==> src/rtl/branch_predictor.sv <==
`default_nettype none
// ============================================================================
//  Module   : branch_predictor
//  Purpose  : Direct-mapped branch target buffer with 2-bit saturating
//             direction counters. Supplies a same-cycle next-PC prediction
//             to fetch and is trained from the resolved-branch stage. Also
//             keeps a saturating count of reported mispredictions.
//  Revision : 1.0  initial release
// ============================================================================
module branch_predictor #(
  parameter int XLEN     = 64,
  parameter int ENTRIES  = 16,
  parameter int TAG_BITS = 8,
  parameter int CNT_W    = 16
) (
  input  logic              clk,
  input  logic              reset,
  // fetch-side lookup
  input  logic [XLEN-1:0]   lookup_pc,
  output logic              pred_hit,
  output logic              pred_taken,
  output logic [XLEN-1:0]   pred_next_pc,
  // resolved-branch update
  input  logic              upd_valid,
  input  logic [XLEN-1:0]   upd_pc,
  input  logic              upd_taken,
  input  logic [XLEN-1:0]   upd_target,
  input  logic              upd_mispredict,
  // maintenance / statistics
  input  logic              bp_flush,
  output logic [CNT_W-1:0]  mispredict_count
);

  // Index sits directly above the ignored byte-offset bits, tag directly above
  // the index. Bits above the tag are not stored, so far-apart PCs may alias.
  localparam int IW     = $clog2(ENTRIES);
  localparam int IDX_LO = 2;
  localparam int IDX_HI = IW + 1;
  localparam int TAG_LO = IW + 2;
  localparam int TAG_HI = IW + 1 + TAG_BITS;

  localparam logic [1:0] CTR_MAX   = 2'b11;
  localparam logic [1:0] CTR_MIN   = 2'b00;
  localparam logic [1:0] CTR_ALLOC = 2'b10;  // weakly taken on allocation
  localparam logic [1:0] CTR_RESET = 2'b01;  // weakly not-taken after reset

  // --------------------------------------------------------------------------
  // Entry storage
  // --------------------------------------------------------------------------
  logic                valid_q  [ENTRIES];
  logic [TAG_BITS-1:0] tag_q    [ENTRIES];
  logic [XLEN-1:0]     target_q [ENTRIES];
  logic [1:0]          ctr_q    [ENTRIES];

  logic [CNT_W-1:0]    cnt_q;
  logic [CNT_W-1:0]    cnt_d;

  // --------------------------------------------------------------------------
  // Address decode for both ports
  // --------------------------------------------------------------------------
  logic [IW-1:0]       lk_idx;
  logic [TAG_BITS-1:0] lk_tag;
  logic [IW-1:0]       up_idx;
  logic [TAG_BITS-1:0] up_tag;

  assign lk_idx = lookup_pc[IDX_HI:IDX_LO];
  assign lk_tag = lookup_pc[TAG_HI:TAG_LO];
  assign up_idx = upd_pc[IDX_HI:IDX_LO];
  assign up_tag = upd_pc[TAG_HI:TAG_LO];

  // PC bits outside index/tag do not participate in prediction.
  logic unused_hi_bits;
  generate
    if (TAG_HI + 1 < XLEN) begin : g_unused_hi
      assign unused_hi_bits = ^{lookup_pc[XLEN-1:TAG_HI+1], upd_pc[XLEN-1:TAG_HI+1]};
    end else begin : g_no_unused_hi
      assign unused_hi_bits = 1'b0;
    end
  endgenerate

  logic unused_pc_bits;
  assign unused_pc_bits = ^{unused_hi_bits, lookup_pc[1:0], upd_pc[1:0]};

  // --------------------------------------------------------------------------
  // Lookup: purely combinational, reads the registered (pre-update) contents
  // --------------------------------------------------------------------------
  logic lk_hit;
  logic lk_taken;

  // Zero-latency prediction from the indexed entry; fall-through is PC+4.
  always_comb begin
    lk_hit       = valid_q[lk_idx] && (tag_q[lk_idx] == lk_tag);
    lk_taken     = lk_hit && ctr_q[lk_idx][1];
    pred_hit     = lk_hit;
    pred_taken   = lk_taken;
    pred_next_pc = lk_taken ? target_q[lk_idx] : (lookup_pc + XLEN'(4));
  end

  // --------------------------------------------------------------------------
  // Update: compute the new contents of the single indexed entry
  // --------------------------------------------------------------------------
  logic                up_hit;
  logic                wr_en_d;
  logic                valid_d;
  logic [TAG_BITS-1:0] tag_d;
  logic [XLEN-1:0]     target_d;
  logic [1:0]          ctr_d;

  // Train the counter on a hit; allocate only on a taken miss.
  always_comb begin
    up_hit   = valid_q[up_idx] && (tag_q[up_idx] == up_tag);
    wr_en_d  = 1'b0;
    valid_d  = valid_q[up_idx];
    tag_d    = tag_q[up_idx];
    target_d = target_q[up_idx];
    ctr_d    = ctr_q[up_idx];

    // A flush discards any update presented in the same cycle.
    if (upd_valid && !bp_flush) begin
      if (up_hit) begin
        wr_en_d = 1'b1;
        if (upd_taken) begin
          ctr_d    = (ctr_q[up_idx] == CTR_MAX) ? CTR_MAX : (ctr_q[up_idx] + 2'd1);
          target_d = upd_target;
        end else begin
          ctr_d    = (ctr_q[up_idx] == CTR_MIN) ? CTR_MIN : (ctr_q[up_idx] - 2'd1);
        end
      end else if (upd_taken) begin
        wr_en_d  = 1'b1;
        valid_d  = 1'b1;
        tag_d    = up_tag;
        target_d = upd_target;
        ctr_d    = CTR_ALLOC;
      end
    end
  end

  // Saturating mispredict statistic; a flush does not suppress counting.
  always_comb begin
    cnt_d = cnt_q;
    if (upd_valid && upd_mispredict && (cnt_q != {CNT_W{1'b1}})) begin
      cnt_d = cnt_q + CNT_W'(1);
    end
  end

  // --------------------------------------------------------------------------
  // State registers: reset beats flush, flush beats update
  // --------------------------------------------------------------------------

  // Entry array and statistic counter.
  always_ff @(posedge clk) begin
    if (reset) begin
      for (int i = 0; i < ENTRIES; i++) begin
        valid_q[i] <= 1'b0;
        ctr_q[i]   <= CTR_RESET;
      end
      cnt_q <= '0;
    end else begin
      cnt_q <= cnt_d;
      if (bp_flush) begin
        for (int i = 0; i < ENTRIES; i++) begin
          valid_q[i] <= 1'b0;
        end
      end else if (wr_en_d) begin
        valid_q[up_idx]  <= valid_d;
        tag_q[up_idx]    <= tag_d;
        target_q[up_idx] <= target_d;
        ctr_q[up_idx]    <= ctr_d;
      end
    end
  end

  assign mispredict_count = cnt_q;

endmodule
`default_nettype wire
==> config.mk <==
export PLATFORM = sky130hd
export DESIGN_NAME = branch_predictor
export DESIGN_NICKNAME = d
export VERILOG_FILES = /design/src/rtl/branch_predictor.sv
export SDC_FILE = /design/constraint.sdc
export NUM_CORES = 1
export LEC_CHECK = 0
export CAP_MARGIN = 0
export CORE_MARGIN = 2
export CORE_UTILIZATION = 42
export DETAILED_ROUTE_END_ITERATION = 12
export SLEW_MARGIN = 40
export SYNTH_ARGS = -nofsm -noshare
export SYNTH_HDL_FRONTEND = slang
export SYNTH_SLANG_ARGS = --single-unit
==> constraint.sdc <==
create_clock -name clk -period 5.35 [get_ports clk]
set_clock_uncertainty 0.05 [all_clocks]
set_input_delay 1.3375 -clock clk [delete_from_list [all_inputs] [get_ports clk]]
set_output_delay 1.3375 -clock clk [all_outputs]
set_load 0.02 [all_outputs]
# == Yosys cells after proc, flatten, opt, wreduce, memory -nomap -nowiden ==
# Memories as Yosys holds them, arrays and structs flattened.
# Cells that the tools add are included.
# totals
regBits,16
ram_bits,1200
in_bits,198
out_inout_bits,82
memories,4
# mem_list
memory,depth,word_bits,read_ports,rd_ports_with_merged_regs,wr,line,text
target_q,16,64,1,0,1,52,logic [XLEN-1:0] target_q [ENTRIES];
tag_q,16,8,2,0,1,51,logic [TAG_BITS-1:0] tag_q [ENTRIES];
ctr_q,16,2,2,0,16,53,logic [1:0] ctr_q [ENTRIES];
valid_q,16,1,2,0,16,50,logic valid_q [ENTRIES];
# op_classes
addsub,4
eq_ne,6
n_mux,49
bitwise_logic,16
reduce_logical,11
# op_table
operator,n
$mux 64,3
$add 64x3->64 const B,1
$mux 1,34
$mux 8,3
$add 16x1->16 const B,1
$eq 8x8->1,2
$ne 16x16->1 const B,1
$or 1x1->1,16
$mux 2,7
$mux 4,2
$logic_and 1x1->1,6
$reduce_and 3->1,1
$add 2x1->2 const B,1
$eq 2x2->1 const B,1
$logic_not 2->1,1
$ne 2x2->1 const B,1
$reduce_or 2->1,1
$sub 2x1->2 const B,1
$logic_not 1->1,1
$ne 1x1->1 const B,1
$reduce_or 1->1,1

# == Logic depth before layout (Yosys ltp) ==
# Gate-level depths: netlist of the first run.
# An unclocked memory read counts as a cell.
# logic_depth
word_depth,11
mapped_depth,15
ltp_nobuf,9

# == Least setup slack after synthesis of the first run ==
# Ideal clock, no wire load.
# synth_path
kind,input-to-reg
start,input upd_pc[3]
end,"memory target_q[10][0], enable pin"
arrival_ns,5.205
required_time_ns,4.813
setup_slack_ns,-0.391
path_stages,6
n_path_buf,3
cell_sequence,buf_2 -> buf_2 -> buf_2 -> nor2b_1 -> nand2_1 -> nor2_1
# synth_via
elab_chain_cells,10
elab_cells_between_ends,11
cone_classes,eq/ne: 1; mux: 6; reduce/logical: 2; memory: 2
# synth_lines
element,line,text
start: declaration,25,"input logic [XLEN-1:0] upd_pc,"
$mem_v2 16x8,-,
$eq 8x8->1,111,up_hit = valid_q[up_idx] && (tag_q[up_idx] == up_tag);
$logic_and 1x1->1,111,
$mux 1,120,if (up_hit) begin
$mux 1,119,if (upd_valid && !bp_flush) begin
$mux 1,164,end else if (wr_en_d) begin
$mux 1,160,if (bp_flush) begin
$mux 1,152,if (reset) begin
$mux 1 (not written as such),167,target_q[up_idx] <= target_d;
$reduce_and 3->1 (no line),-,
end: declaration,52,
# Several ways; a longest one is shown, not always the timed one.

# == Worst setup path in the final report of the first run ==
# layout_path
start,input lookup_pc[3]
end,output pred_next_pc[5]
# layout_via
elab_chain_cells,5
elab_cells_between_ends,9
cone_classes,add/sub: 1; eq/ne: 1; mux: 1; reduce/logical: 2; memory: 4
# layout_lines
element,line,text
start: declaration,19,"input logic [XLEN-1:0] lookup_pc,"
branches (longest 4 deep; another with $add 64x3->64),-,
$mux 64 (*),96,pred_next_pc = lk_taken ? target_q[lk_idx] : (lookup_pc + XLEN'(4));
end: declaration,22,"output logic [XLEN-1:0] pred_next_pc,"
# Mark *: on every way between the ends.

==> results_dict.tcl, run 1 <==
set metrics [dict create \
    coreArea_um2 118000 \
    crit_path_start_kind "primary input" \
    switching_share 0.209 \
    ys_ff_latch 1216 \
    worst_slack_ns -0.464 \
    critical_path_class "primary input to output pin" \
    row_count 126 \
    drtIter0Drc 2847 \
    start_util 0.425 \
    tritoncts "done" \
    yosysWarnings 0 \
    period_share 1.09 \
    grt_pass1_vias 26943 \
    cp-end-kind "output pin" \
    maxCapViolCount 0 \
    clkPwrFrac 0.426 \
    worstMarginPinSlew_ns 0.815 \
    grt_usage 0.213 \
    critPathArrivalTime_ns 4.43 \
    ys.flop_type "edfxtp_1" \
    pwr-share-comb 0.065 \
    slowest_stage "mux4_2" \
    cpPeakStageDelay_ns 0.56 \
    fin_crit_ns 5.81 \
    crit_start "lookup_pc[3]" \
    finalHoldViolCount 0 \
    finalMaxSlewViolations 0 \
    final_area_um2 61300 \
    placed_cell_area_um2 56500 \
    die_y_um 350 \
    peakVddDrop_mv 0.332 \
    insertion_delay_ns 0.73 \
    yosysTopAreaCell "edfxtp_1" \
    hold_start "mispredict_count[9]" \
    path_cells "buf_16 > mux4_2 > mux4_2 > xor2_2 > a31oi_4 > nand3_2 > or4_4 > buf_12 > buf_16 > mux2i_1 > mux2_4 > buf_6" \
    final_cells 4520 \
    io_buffers 227 \
    die-area_um2 122000 \
    rsz0062_at_grt "yes" \
    antenna_found_initial 13 \
    finalSetupViolCount 64 \
    ys_types 58 \
    synth-edff-count 1200 \
    synth_area_leaders "edfxtp_1 72%, mux4_2 18%, nor2_1 0.76%" \
    p_seq_frac 0.510 \
    synth_area_per_cell_um2 21.0 \
    syn_to_final_growth_pct 22.1 \
    violations "negative setup slack" \
    via_per_inst 5.82 \
    async_reset_ff_frac 0 \
    dr_total_vias 26326 \
    powerDensity_nw_per_um2 338 \
    drt_wl_total_mm 130 \
    dr.pass1.iters 7 \
    grt_pass1_wl_mm 186 \
    hold_slack_ns 0.473 \
    rr_startpoint "tag_q[15][2]" \
    cp.required_ns 3.96 \
    ant_nets 0 \
    pre_cts_slack_ns -0.944 \
    clockRootBuffer "clkbuf_16" \
    power_leakage_nw 19.8 \
    clockBufferDepth 3 \
    hold_class "flop to flop" \
    final_cell_mix "1200 x edfxtp_1, 400 x mux4_2, 209 x buf_4, 152 x clkdlybuf4s50_1, 143 x clkbuf_16" \
    clkTransAtPathRegs_ns 0.05 \
    die_w_um 350 \
    io_pins 280 \
    yosysSeqAreaShare 0.724 \
    numCtsBuffers 133 \
    crit_fanout 6 \
    fmax_ghz 0.172 \
    internal_power_mw 16.4 \
    relSlewSlack 0.457 \
    nNetsFinal 3084 \
    grt_overflow 0 \
    cts.sinks 1216 \
    htreeDepth 4 \
    place_hpwl_mm 74.4 \
    grt_max_degree 103 \
    drt_drc_violations_left 0 \
    synthCells 2394 \
    wl_per_cell_um 28.7 \
    layout_commonest_cell "edfxtp_1" \
    syn-cell-area_um2 50200 \
    syn_nets 2594 \
    place_congestion 0.895 \
    post-place-cells 4263 \
    outcome "complete, but fails checks" \
    total_power_mw 20.7 \
    yosysTopAreaCellShare 0.718 \
    drive_above_1_share 0.365 \
    p_switching_mw 4.34 \
]
power by group through the flow:
stage	registers [mW]	logic, mW	clock network, mW
after floorplan	10.7	0.723	0
after global placement	10.8	1.30	0
after detailed placement	10.8	1.33	0
after CTS	10.6	1.34	9.00
after global routing	10.6	1.43	9.36
final	10.6	1.34	8.82
layout make-up:
cell class | count | area, µm²
clock buffers | 173 | 3650
diodes | 3 | 7.51
clock inverters | 59 | 552
well taps | 1536 | 1920
flip-flops and latches | 1216 | 36400
inverters | 21 | 83.8
multi-input cells | 1021 | 13700
repair buffers | 491 | 5070
fillers | 9279 | 56900
synth_stat cells (2+ instances only):
master / instances
nand2b_1: 21
nor2b_1: 25
a21oi_1: 59
inv_1: 19
and2_1: 6
buf_2: 41
mux2_4: 14
dfxtp_1: 16
and4_1: 33
o21ai_0: 5
nand3_1: 42
and3_1: 21
or2_2: 13
nor2_1: 102
a2111oi_0: 2
inv_2: 2
or3_1: 7
buf_4: 7
mux2_2: 13
or4_1: 3
nor4_1: 7
ha_1: 2
clkbuf_1: 63
buf_6: 16
a22oi_1: 17
buf_1: 7
edfxtp_1: 1200
nand4_1: 25
xor2_1: 43
o211ai_1: 2
nand2_1: 66
mux4_2: 399
nor3_1: 5
a31oi_1: 2
xnor2_1: 37
mux2i_1: 30
worst paths after layout:
check | to | slack (ns) | depth (start not counted)
setup / recovery | pred_next_pc[5] | -0.46 | 12
hold / removal | mispredict_count[9] | 0.47 | 2
setup reg to reg | tag_q[5][0] | 2.05 | 9
hold reg to reg | mispredict_count[9] | 0.47 | 2
cells by family (layout without fill, tap and decap cells):
kind of cell    after synthesis  count (layout)  share of synthesized area
simple gates                381             381                     0.0399
compound gates              100             100                     0.0125
fa+ha+maj                     3               3                   0.000698
mux                         457             457                      0.193
other cells                   0               3                          0
buf+inv                     157             744                     0.0160
flops                      1216            1216                      0.724
xor+xnor                     80              80                     0.0140
timing repair:
item | 4_1_cts | 5_1_grt
pin swaps | 7 | 3
gates cloned | 3 | 3
hold buffers | 0 | 0
endpoints found under the setup margin | 66 | 65
endpoints found under the hold margin | 0 | 0
setup buffers | 9 | 7
gates resized for setup | 247 | 84
worst max-delay path, delay by kind of cell:
kind	cells	cell delay, ns
AO/OA/AOI/OAI	1	0.17
multiplexers	4	1.47
XOR/XNOR	1	0.20
buffers and inverters	4	0.58
AND/OR/NAND/NOR	2	0.63
per-layer routing:
metal  wire length, µm  vias up  global-route usage
met5               103        -                   0
met2             64000      922               0.348
met4              3160       14              0.0622
met3              7600      188              0.0361
li1                  -    11049                   -
met1             54900    14153               0.295
state kept, by name (all words and copies together), names as in the netlist:
register and flops:
ctr_q 32, mispredict_count 16, tag_q 128, target_q 1024, valid_q 16
stage by stage:
stage / utilization / setup TNS (ns)
final: 0.518 / -23.75
after global routing: 0.518 / -26.17
after CTS: 0.516 / -24.10
after detailed placement: 0.478 / -47.69
after global placement: 0.478 / -47.92
after floorplan: - / -100.12
No activity file was read; power rests on OpenSTA's default activity.
==> inputs of run 2 (changes only) <==
- CORE_ASPECT_RATIO: unset -> 1.1
- CORE_MARGIN: 2 -> unset
- CORE_UTILIZATION: 42 -> 54
- PLACE_DENSITY: unset -> 0.76
==> run 2 against run 1 <==
Effect of this change:
- the run still ends with negative setup slack left
- wire length increased by 3.2%
- critical path depth unchanged
- hold slack improved by 0.0010 ns
- flip-flop and latch count unchanged
- first-iteration DRC count increased by 5.3%
- clock power decreased by 6.1%
==> results_dict.tcl, run 2 (synthesis results as in run 1) <==
set metrics [dict create \
    grt_overflow 0 \
    row_count 116 \
    place_congestion 0.915 \
    post-place-cells 3935 \
    cp.required_ns 3.96 \
    drt_wl_total_mm 134 \
    setup-tns-final_ns -23.80 \
    critical_path_class "primary input to output pin" \
    finalSetupViolCount 65 \
    finalHoldViolCount 0 \
    peakVddDrop_mv 0.298 \
    io_buffers 227 \
    period_share 1.10 \
    syn_to_final_growth_pct 21.7 \
    min_delay_path_depth 2 \
    worst_slack_ns -0.516 \
    routed-wl-met3_mm 12.2 \
    drtIter0Drc 2999 \
    coreArea_um2 91600 \
    finalMaxSlewViolations 0 \
    post-route-util 0.667 \
    wl_met1_mm 47.4 \
    dr_wl_met2_mm 68.2 \
    final_cells 4213 \
    place_hpwl_mm 71.2 \
    tritoncts "done" \
    worstMarginPinSlew_ns 0.915 \
    grt_pass1_wl_mm 188 \
    drive_above_1_share 0.368 \
    regMostFlops "target_q" \
    clockBufferDepth 3 \
    critPathArrivalTime_ns 4.48 \
    cp-end-kind "output pin" \
    drt_drc_violations_left 0 \
    fmax_ghz 0.170 \
    grt_pass1_vias 27929 \
    final_cell_mix "1200 x edfxtp_1, 400 x mux4_2, 194 x buf_4, 152 x clkdlybuf4s50_1, 121 x clkbuf_16" \
    insertion_delay_ns 0.71 \
    hold_buffers 0 \
    relSlewSlack 0.390 \
    layout_commonest_cell "edfxtp_1" \
    rsz0062_at_grt "yes" \
    power_leakage_nw 19.8 \
    cts.sinks 1216 \
    top_layer "met5" \
    io_pins 280 \
    die_w_um 293 \
    ant_nets 0 \
    fillers 5541 \
    r2r.worst_path.cells 9 \
    die-area_um2 94200 \
    outcome "complete, but fails checks" \
    violations "negative setup slack" \
    wl_per_cell_um 31.8 \
    hold_class "flop to flop" \
    largest_reg_flops 1024 \
    start_util 0.548 \
    powerDensity_nw_per_um2 331 \
    crit_path_start_kind "primary input" \
    maxCapViolCount 0 \
    antenna_found_initial 11 \
    via_per_inst 6.48 \
    reg_top3 "target_q (1024), tag_q (128), ctr_q (32)" \
    grt_usage 0.279 \
    dr.pass1.iters 7 \
    nNetsFinal 3070 \
    die_y_um 322 \
    clkTransAtPathRegs_ns 0.06 \
    crit_fanout 9 \
    clockRootBuffer "clkbuf_16" \
    htreeDepth 3 \
    grt_max_degree 142 \
    dr_total_vias 27289 \
    fin_crit_ns 5.87 \
    numCtsBuffers 114 \
]
## run 2: worst paths after layout
kind | start | to | slack, ns
min reg2reg | mispredict_count[15] | mispredict_count[15] | 0.47
max | lookup_pc[3] | pred_next_pc[6] | -0.52
min | mispredict_count[15] | mispredict_count[15] | 0.47
max reg2reg | tag_q[7][2] | tag_q[5][4] | 1.94
## run 2: through the flow
step	setup WS [ns]	hold WS (ns)	total power, mW	area [µm²]
after global routing	-0.547	0.507	20.7	61100
after global placement	-0.820	0.434	12.0	55700
final	-0.516	0.475	20.2	61100
after CTS	-0.495	0.473	20.2	60200
after floorplan	-0.391	0.516	11.5	50400
after detailed placement	-0.826	0.462	12.0	55800
## run 2: area by class of cell
| cell class | count | area (µm²) | share of cell area |
|---|---|---|---|
| Clock inverter | 76 | 861 | 0.0141 |
| Clock buffer | 139 | 2980 | 0.0487 |
| Multi-Input combinational cell | 1021 | 13900 | 0.227 |
| Sequential cell | 1216 | 36400 | 0.595 |
| Inverter | 21 | 83.8 | 0.00137 |
| Tap cell | 1239 | 1550 | 0.0254 |
| Timing Repair Buffer | 496 | 5350 | 0.0876 |
| Antenna cell | 5 | 12.5 | 0.000205 |
## run 2: per-layer routing
metal  vias up  global-route usage
met4        10               0.117
met5         -                   0
met1     14317               0.350
met2      1678               0.479
li1      10993                   -
met3       291              0.0526
## run 2: worst max-delay path: stages
cell	delay, ns
buf_16	0.11
mux4_2	0.50
mux4_2	0.55
xor2_2	0.18
a31oi_4	0.18
nand3_2	0.09
or4_4	0.51
clkbuf_16	0.26
mux2i_1	0.18
a221oi_2	0.28
buf_4	0.19
buf_6	0.12
## run 2: what timing repair did
| action | in CTS | in global routing |
|---|---|---|
| pin swaps | 14 | 24 |
| buffers inserted | 12 | 31 |
| setup endpoints to repair | 66 | 66 |
| cloned | 5 | 10 |
| resized for setup | 283 | 195 |
| endpoints found under the hold margin | 0 | 0 |
## run 2: where the power goes
group	internal [mW]	switching, mW
clock	4.67	3.60
combinational	0.653	0.720
sequential	10.5	0.0197
